===== src/rtl/decode.sv =====
// RV32I instruction-decode stage: IF/ID capture with wrong-path filtering,
// field/immediate decode into an ID/EX register, and early JAL redirect.
module decode #(
    parameter logic [31:0] NOP = 32'h0000_0013
) (
    input  logic        clk,
    input  logic        rst,
    input  logic [31:0] final_pc,
    input  logic [31:0] final_inst,
    input  logic        stall,
    input  logic        flush,
    input  logic [31:0] b_target,
    output logic        jal_req,
    output logic [31:0] jal_target,
    output logic        id_valid,
    output logic [31:0] id_pc,
    output logic [31:0] id_inst,
    output logic [4:0]  rs1,
    output logic [4:0]  rs2,
    output logic [4:0]  rd,
    output logic [31:0] imm,
    output logic [3:0]  alu_op,
    output logic        reg_we,
    output logic        mem_re,
    output logic        mem_we,
    output logic        is_branch,
    output logic        is_jal,
    output logic        is_jalr,
    output logic        use_imm,
    output logic        is_lui,
    output logic        is_auipc,
    output logic        illegal
);

    localparam logic [6:0] OPC_LUI    = 7'b0110111;
    localparam logic [6:0] OPC_AUIPC  = 7'b0010111;
    localparam logic [6:0] OPC_JAL    = 7'b1101111;
    localparam logic [6:0] OPC_JALR   = 7'b1100111;
    localparam logic [6:0] OPC_BRANCH = 7'b1100011;
    localparam logic [6:0] OPC_LOAD   = 7'b0000011;
    localparam logic [6:0] OPC_STORE  = 7'b0100011;
    localparam logic [6:0] OPC_OPIMM  = 7'b0010011;
    localparam logic [6:0] OPC_OP     = 7'b0110011;
    localparam logic [6:0] OPC_MISC   = 7'b0001111;
    localparam logic [6:0] OPC_SYSTEM = 7'b1110011;

    typedef enum logic [0:0] {NORMAL = 1'b0, REDIRECT = 1'b1} filt_state_t;

    typedef struct packed {
        logic [4:0]  rs1;
        logic [4:0]  rs2;
        logic [4:0]  rd;
        logic [31:0] imm;
        logic [3:0]  alu_op;
        logic        reg_we;
        logic        mem_re;
        logic        mem_we;
        logic        is_branch;
        logic        is_jal;
        logic        is_jalr;
        logic        use_imm;
        logic        is_lui;
        logic        is_auipc;
        logic        illegal;
    } dec_t;

    function automatic logic [31:0] imm_j_f(input logic [31:0] inst);
        return {{11{inst[31]}}, inst[31], inst[19:12], inst[20], inst[30:21], 1'b0};
    endfunction

    function automatic dec_t decode_f(input logic [31:0] inst);
        dec_t        d;
        logic [31:0] imm_i;
        logic [31:0] imm_s;
        logic [31:0] imm_b;
        logic [31:0] imm_u;
        imm_i = {{20{inst[31]}}, inst[31:20]};
        imm_s = {{20{inst[31]}}, inst[31:25], inst[11:7]};
        imm_b = {{19{inst[31]}}, inst[31], inst[7], inst[30:25], inst[11:8], 1'b0};
        imm_u = {inst[31:12], 12'h000};
        d = '0;
        case (inst[6:0])
            OPC_LUI:    begin d.rd = inst[11:7]; d.imm = imm_u; d.reg_we = 1'b1; d.use_imm = 1'b1; d.is_lui = 1'b1; end
            OPC_AUIPC:  begin d.rd = inst[11:7]; d.imm = imm_u; d.reg_we = 1'b1; d.use_imm = 1'b1; d.is_auipc = 1'b1; end
            OPC_JAL:    begin d.rd = inst[11:7]; d.imm = imm_j_f(inst); d.reg_we = 1'b1; d.is_jal = 1'b1; end
            OPC_JALR:   begin d.rs1 = inst[19:15]; d.rd = inst[11:7]; d.imm = imm_i; d.reg_we = 1'b1; d.use_imm = 1'b1; d.is_jalr = 1'b1; end
            OPC_BRANCH: begin d.rs1 = inst[19:15]; d.rs2 = inst[24:20]; d.imm = imm_b; d.is_branch = 1'b1; end
            OPC_LOAD:   begin d.rs1 = inst[19:15]; d.rd = inst[11:7]; d.imm = imm_i; d.reg_we = 1'b1; d.mem_re = 1'b1; d.use_imm = 1'b1; end
            OPC_STORE:  begin d.rs1 = inst[19:15]; d.rs2 = inst[24:20]; d.imm = imm_s; d.mem_we = 1'b1; d.use_imm = 1'b1; end
            OPC_OPIMM: begin
                d.rs1 = inst[19:15]; d.rd = inst[11:7]; d.imm = imm_i; d.reg_we = 1'b1; d.use_imm = 1'b1;
                d.alu_op = {inst[30] & (inst[14:12] == 3'b101), inst[14:12]};
            end
            OPC_OP: begin
                d.rs1 = inst[19:15]; d.rs2 = inst[24:20]; d.rd = inst[11:7]; d.reg_we = 1'b1;
                d.alu_op = {inst[30], inst[14:12]};
            end
            // Fence and system instructions keep their I-format fields but drive no control
            OPC_MISC, OPC_SYSTEM: begin d.rs1 = inst[19:15]; d.rd = inst[11:7]; d.imm = imm_i; end
            default: d.illegal = 1'b1;
        endcase
        d.reg_we = d.reg_we & (d.rd != 5'd0);
        return d;
    endfunction

    filt_state_t state_r;
    logic [31:0] exp_pc_r;
    logic        if_valid_r;
    logic [31:0] if_pc_r;
    logic [31:0] if_inst_r;
    logic        jal_sent_r;
    logic        id_valid_r;
    logic [31:0] id_pc_r;
    logic [31:0] id_inst_r;
    dec_t        id_dec_r;

    logic        real_s;
    logic [31:0] jal_sum_s;
    logic        jal_req_s;
    logic        filtering_s;
    logic [31:0] cmp_pc_s;
    logic        accept_s;
    dec_t        if_dec_s;

    // JAL detection, wrong-path filter decision and decode of the IF/ID entry
    always_comb begin
        real_s    = (final_inst != NOP);
        jal_sum_s = if_pc_r + imm_j_f(if_inst_r);
        jal_req_s = if_valid_r & (if_inst_r[6:0] == OPC_JAL) & ~jal_sent_r & ~flush;
        if (jal_req_s) begin
            filtering_s = 1'b1;
            cmp_pc_s    = jal_sum_s;
        end else begin
            filtering_s = (state_r == REDIRECT);
            cmp_pc_s    = exp_pc_r;
        end
        accept_s = real_s & (~filtering_s | (final_pc == cmp_pc_s));
        if (if_valid_r) begin
            if_dec_s = decode_f(if_inst_r);
        end else begin
            if_dec_s = '0;
        end
    end

    // Pipeline registers and filter state; priority rst > flush > stall > advance
    always_ff @(posedge clk) begin
        if (rst) begin
            state_r    <= NORMAL;
            exp_pc_r   <= 32'h0;
            if_valid_r <= 1'b0;
            if_pc_r    <= 32'h0;
            if_inst_r  <= 32'h0;
            jal_sent_r <= 1'b0;
            id_valid_r <= 1'b0;
            id_pc_r    <= 32'h0;
            id_inst_r  <= NOP;
            id_dec_r   <= '0;
        end else if (flush) begin
            id_valid_r <= 1'b0;
            id_pc_r    <= 32'h0;
            id_inst_r  <= NOP;
            id_dec_r   <= '0;
            jal_sent_r <= 1'b0;
            exp_pc_r   <= b_target;
            if (real_s && (final_pc == b_target)) begin
                if_valid_r <= 1'b1;
                if_pc_r    <= final_pc;
                if_inst_r  <= final_inst;
                state_r    <= NORMAL;
            end else begin
                if_valid_r <= 1'b0;
                state_r    <= REDIRECT;
            end
        end else if (stall) begin
            id_valid_r <= 1'b0;
            id_pc_r    <= 32'h0;
            id_inst_r  <= NOP;
            id_dec_r   <= '0;
            // A held JAL requests its redirect once; jal_sent blocks repeats
            if (jal_req_s) begin
                jal_sent_r <= 1'b1;
                state_r    <= REDIRECT;
                exp_pc_r   <= jal_sum_s;
            end
        end else begin
            id_valid_r <= if_valid_r;
            id_pc_r    <= if_valid_r ? if_pc_r : 32'h0;
            id_inst_r  <= if_valid_r ? if_inst_r : NOP;
            id_dec_r   <= if_dec_s;
            jal_sent_r <= 1'b0;
            if (jal_req_s) begin
                exp_pc_r <= jal_sum_s;
            end
            if (accept_s) begin
                if_valid_r <= 1'b1;
                if_pc_r    <= final_pc;
                if_inst_r  <= final_inst;
                state_r    <= NORMAL;
            end else begin
                if_valid_r <= 1'b0;
                if (jal_req_s) begin
                    state_r <= REDIRECT;
                end
            end
        end
    end

    assign jal_req    = jal_req_s;
    assign jal_target = jal_req_s ? jal_sum_s : 32'h0;
    assign id_valid   = id_valid_r;
    assign id_pc      = id_pc_r;
    assign id_inst    = id_inst_r;
    assign rs1        = id_dec_r.rs1;
    assign rs2        = id_dec_r.rs2;
    assign rd         = id_dec_r.rd;
    assign imm        = id_dec_r.imm;
    assign alu_op     = id_dec_r.alu_op;
    assign reg_we     = id_dec_r.reg_we;
    assign mem_re     = id_dec_r.mem_re;
    assign mem_we     = id_dec_r.mem_we;
    assign is_branch  = id_dec_r.is_branch;
    assign is_jal     = id_dec_r.is_jal;
    assign is_jalr    = id_dec_r.is_jalr;
    assign use_imm    = id_dec_r.use_imm;
    assign is_lui     = id_dec_r.is_lui;
    assign is_auipc   = id_dec_r.is_auipc;
    assign illegal    = id_dec_r.illegal;

endmodule


===== config.mk =====
export PLATFORM = sky130hd
export DESIGN_NAME = decode
export DESIGN_NICKNAME = d
export VERILOG_FILES = /design/src/rtl/decode.sv
export SDC_FILE = /design/constraint.sdc
export NUM_CORES = 1
export LEC_CHECK = 0
export BUFFER_PORTS_ARGS = -buffer_cell sky130_fd_sc_hd__buf_4
export CORE_ASPECT_RATIO = 0.8
export CORE_MARGIN = 5
export CORE_UTILIZATION = 50
export DETAILED_ROUTE_END_ITERATION = 12
export GPL_TIMING_DRIVEN = 0
export PLACE_DENSITY = 0.77
export SETUP_SLACK_MARGIN = 0.3
export SLEW_MARGIN = 40
export SYNTH_ARGS = -nofsm -noshare
export SYNTH_HDL_FRONTEND = slang
export SYNTH_SLANG_ARGS = --single-unit

===== constraint.sdc =====
create_clock -name clk -period 3.7 [get_ports clk]
set_input_delay 0.185 -clock clk [delete_from_list [all_inputs] [get_ports clk]]
set_output_delay 0.185 -clock clk [all_outputs]
set_load 0.005 [all_outputs]

==> summary.txt <==
CTS
  • Clk Latency, worst-skew pair: 0.53 ns
  • CTS tree: yes
  • CTS clk-pin slew, worst paths: 0.07 ns
  • Num CTS Buffers: 23
  • Longest Clk Path Bufs: 3
  • H-tree level count: 1
  • Root Driver: clkbuf_16
  • Clock sinks: 225

Detailed routing
  • DRT antenna net count: 0
  • DRC: 0
  • 1st-iter DRT viols: 1309
  • Vias: between 10000 and 15000
  • WL final: 49.1 mm
  • Vias per cell: 5.92
  • Drt pass-1 iters: 6
  • Wirelength per Cell: 23.3 µm

Placement
  • I/O Buffers: approximately 250
  • Pre-CTS setup slack: -1.07 ns
  • Cell count after placement: just under 2000
  • Routability Congestion: ~1
  • Post-DP HPWL: between 30 and 40 mm

Logic synthesis
  • Synth Area per Inst: approximately 8.5 µm²
  • Multiplexer area fraction after synthesis: between 6 and 7%
  • Post-synthesis xor/xnor area fraction: under 10%
  • Compound-Gate Fraction of Synth Area: 15.3%
  • Synthesized flop and latch total: around 230
  • Main combinational cell family by area after synthesis: simple AND/OR/NAND/NOR gates
  • Adder-Cell Fraction of Synth Area: under 10%
  • Number of synthesized flops with an enable pin: 0
  • Synthesized area: between 10000 and 15000 µm²
  • Synth Area in Simple Gates: roughly a quarter
  • Synth warn: 0
  • Post-synthesis sequential area ratio: 38.3%
  • Post-synth net total: ~1500
  • Yosys cell types: 75
  • Syn Inst Count: approximately 1400
  • Main flop type after synthesis: dfxtp_1
  • Fraction of registers with async set/reset: 0%

Die
  • # rows: 50
  • Die X: approximately 180 µm
  • Starting Density: 50.6%
  • Die Area: 26700 µm²
  • Ports: between 200 and 300
  • Die height: about 150 µm
  • Core Area: 23300 µm²

STA
  • Least-Margin Pin Slew: between 0.8 and 0.9 ns
  • Fin. Hold Viols: 0
  • Fin crit period: approximately 4.0 ns
  • # setup viols final: 65
  • Worst rel slew slack: 46.4%
  • Max Clock Freq: approximately 0.25 GHz
  • Period utilization: 108%
  • Setup WS post-layout: -0.295 ns
  • Slew Limit Fails: 0
  • RSZ-0062 raised after global routing: yes
  • Setup TNS: -14.49 ns
  • Worst clock skew: around 0.013 ns

Worst setup path
  • WP data required: around 4.1 ns
  • CP Cell Sequence: ha_4 -> and2_4 -> a221oi_2 -> a2111oi_4 -> nor2_4 -> a211o_1 -> o311a_4 -> inv_1 -> nor3b_1 -> o221ai_2 -> nor4_4 -> buf_4 -> o311ai_4 -> buf_6 -> buf_12 -> mux2i_2
  • Crit path max fanout: 10
  • Crit path kind: register to register
  • Largest stage delay, worst path: 0.53 ns
  • Worst setup SP type: register
  • Critical path endpoint category: register
  • Reg2reg path depth: 16
  • Arrival @ worst endpoint: about 4.4 ns
  • Slowest cell on crit path: a2111oi_4

Run status
  • Outcome: finished, violations left
  • Failing checks: setup timing

GRT
  • First-pass GRT wire length: ~73 mm
  • Vias in the first global route: between 10000 and 15000
  • Largest net degree at the start of global routing: 16
  • Initial antenna violation count: 1
  • Global Route Usage Sum: a little over a third
  • GRT overflow: 0

Min path
  • Worst hold path depth: 3
  • Hold Path Class: input pin to register

Layout
  • Area grow syn2layout: 43.5%
  • # diodes: 0
  • Share of post-route cells with drive strength above 1: approximately 28%
  • Final Instance Count excl. Fillers: 2103
  • # nets final: approximately 1900

Run
  • Max cap viols: 0

Power
  • Peak supply drop: 0.000311 V
  • Static Leak: ~7.3 nW
  • Pwr Density: about 370 nW/µm²
## state kept, by name, indices dropped and copies added (netlist names), 4 cells and up
register,count
rd,5
if_inst_r,32
rs2,5
id_inst,32
exp_pc_r,32
id_pc,32
rs1,5
if_pc_r,32
imm,32
alu_op,4
## what timing repair did
item                                   in CTS  in global routing
pin swaps                                  20                 30
setup endpoints to repair                 106                108
endpoints found under the hold margin      82                  0
resized for setup                         104                138
hold buffers                               81                  0
buffers inserted                           16                 18
## area by class of cell
cell class                      count  area, µm²
Sequential cell                   225       4540
Timing Repair Buffer              367       2970
Tap cell                          312        390
Multi-Input combinational cell   1031       7480
Clock inverter                     13        160
Fill cell                        1798       6390
Clock buffer                       29        648
Buffer                             91        551
Inverter                           35        131
## synth_stat cells (5+ instances only)
| cell type | count | area share (%) |
|---|---|---|
| buf_2 | 11 | 0.47 |
| o21a_1 | 7 | 0.45 |
| nand2b_1 | 137 | 7.3 |
| or3_1 | 5 | 0.27 |
| buf_6 | 6 | 0.57 |
| a21oi_1 | 89 | 3.8 |
| o211ai_1 | 9 | 0.57 |
| o21ai_1 | 7 | 0.30 |
| nor3b_1 | 8 | 0.51 |
| o22ai_1 | 10 | 0.53 |
| and3_1 | 15 | 0.80 |
| nand3_1 | 24 | 1.0 |
| nor4_1 | 24 | 1.3 |
| clkbuf_1 | 65 | 2.1 |
| a31oi_1 | 6 | 0.32 |
| a22oi_1 | 7 | 0.45 |
| dfxtp_1 | 225 | 38 |
| a211o_1 | 6 | 0.45 |
| ha_1 | 30 | 3.2 |
| nor3_1 | 31 | 1.3 |
| inv_1 | 35 | 1.1 |
| xnor2_1 | 26 | 1.9 |
| a21o_1 | 15 | 0.96 |
| nand2_1 | 93 | 3.0 |
| buf_1 | 9 | 0.29 |
| and2_1 | 81 | 4.3 |
| nor2_1 | 110 | 3.5 |
| nand4_1 | 20 | 1.1 |
| a211oi_1 | 15 | 0.96 |
| o21ai_0 | 35 | 1.5 |
| mux2i_1 | 70 | 6.0 |
| xor2_1 | 63 | 4.7 |
## per-stage QoR
step	total power [mW]	hold WS, ns	instance area, µm²	util [%]
6_report	6.17	0.0131	16900	72.5
5_1_grt	6.34	0.00990	16900	72.5
4_1_cts	6.06	0.0000711	16300	70.0
3_5_place_dp	3.48	0.442	14100	60.7
3_3_place_gp	3.48	0.434	14100	60.7
2_1_floorplan	3.12	0.328	11800	-
## power breakdown
group	internal [mW]	switching [mW]
Combinational	0.482	0.620
Clock	1.46	1.03
Sequential	2.49	0.0842
## worst paths after layout
path	startpoint	to	slack, ns
max	if_inst_r[24]$_SDFFE_PP0P_	if_pc_r[4]$_SDFFE_PP0P_	-0.29
min	final_pc[5]	if_pc_r[5]$_SDFFE_PP0P_	0.01
max reg2reg	if_inst_r[24]$_SDFFE_PP0P_	if_pc_r[4]$_SDFFE_PP0P_	-0.29
min reg2reg	if_pc_r[15]$_SDFFE_PP0P_	id_pc[15]$_SDFF_PP0_	0.50
## metal layers
metal  global-route usage, %  part of all wire (%)
met5                       0                     0
met4                    8.78                   3.2
met3                    7.70                    12
met2                    51.5                    42
met1                    51.3                    43
## cells in the final DEF (no fill, tap or decap), types with 10 or more instances in the layout
cell,n
nor4_1,22
o21ai_1,10
buf_4,290
a211oi_1,12
mux2i_1,67
clkbuf_4,14
dfxtp_1,205
dfxtp_2,14
nor3_1,28
nand3_1,23
dlygate4sd3_1,81
nand4_1,20
and2_1,80
ha_1,23
o21ai_0,23
a21o_1,15
clkbuf_1,47
clkbuf_16,23
nand2_1,88
inv_1,35
xor2_1,60
nor2_1,102
nand2b_1,137
xnor2_1,19
and3_1,14
a21oi_2,10
a21oi_1,70
## critical path, delay by kind of cell (launching register included)
| family | cells | cell delay (ns) |
|---|---|---|
| buf+inv | 4 | 0.65 |
| mux | 1 | 0.23 |
| compound gates | 6 | 1.92 |
| flops | 1 | 0.39 |
| simple gates | 4 | 0.41 |
| fa+ha+maj | 1 | 0.30 |
## cells by family (layout without fill, tap and decap cells)
logic type / Yosys count / count (layout)
multiplexers: 71 / 71
adder cells (fa/ha/maj): 31 / 31
buffers and inverters: 126 / 535
AND/OR/NAND/NOR: 571 / 571
AO/OA/AOI/OAI: 269 / 269
XOR/XNOR: 89 / 89
flip-flops: 225 / 225
Note: power is estimated with default switching activity, not from simulation.
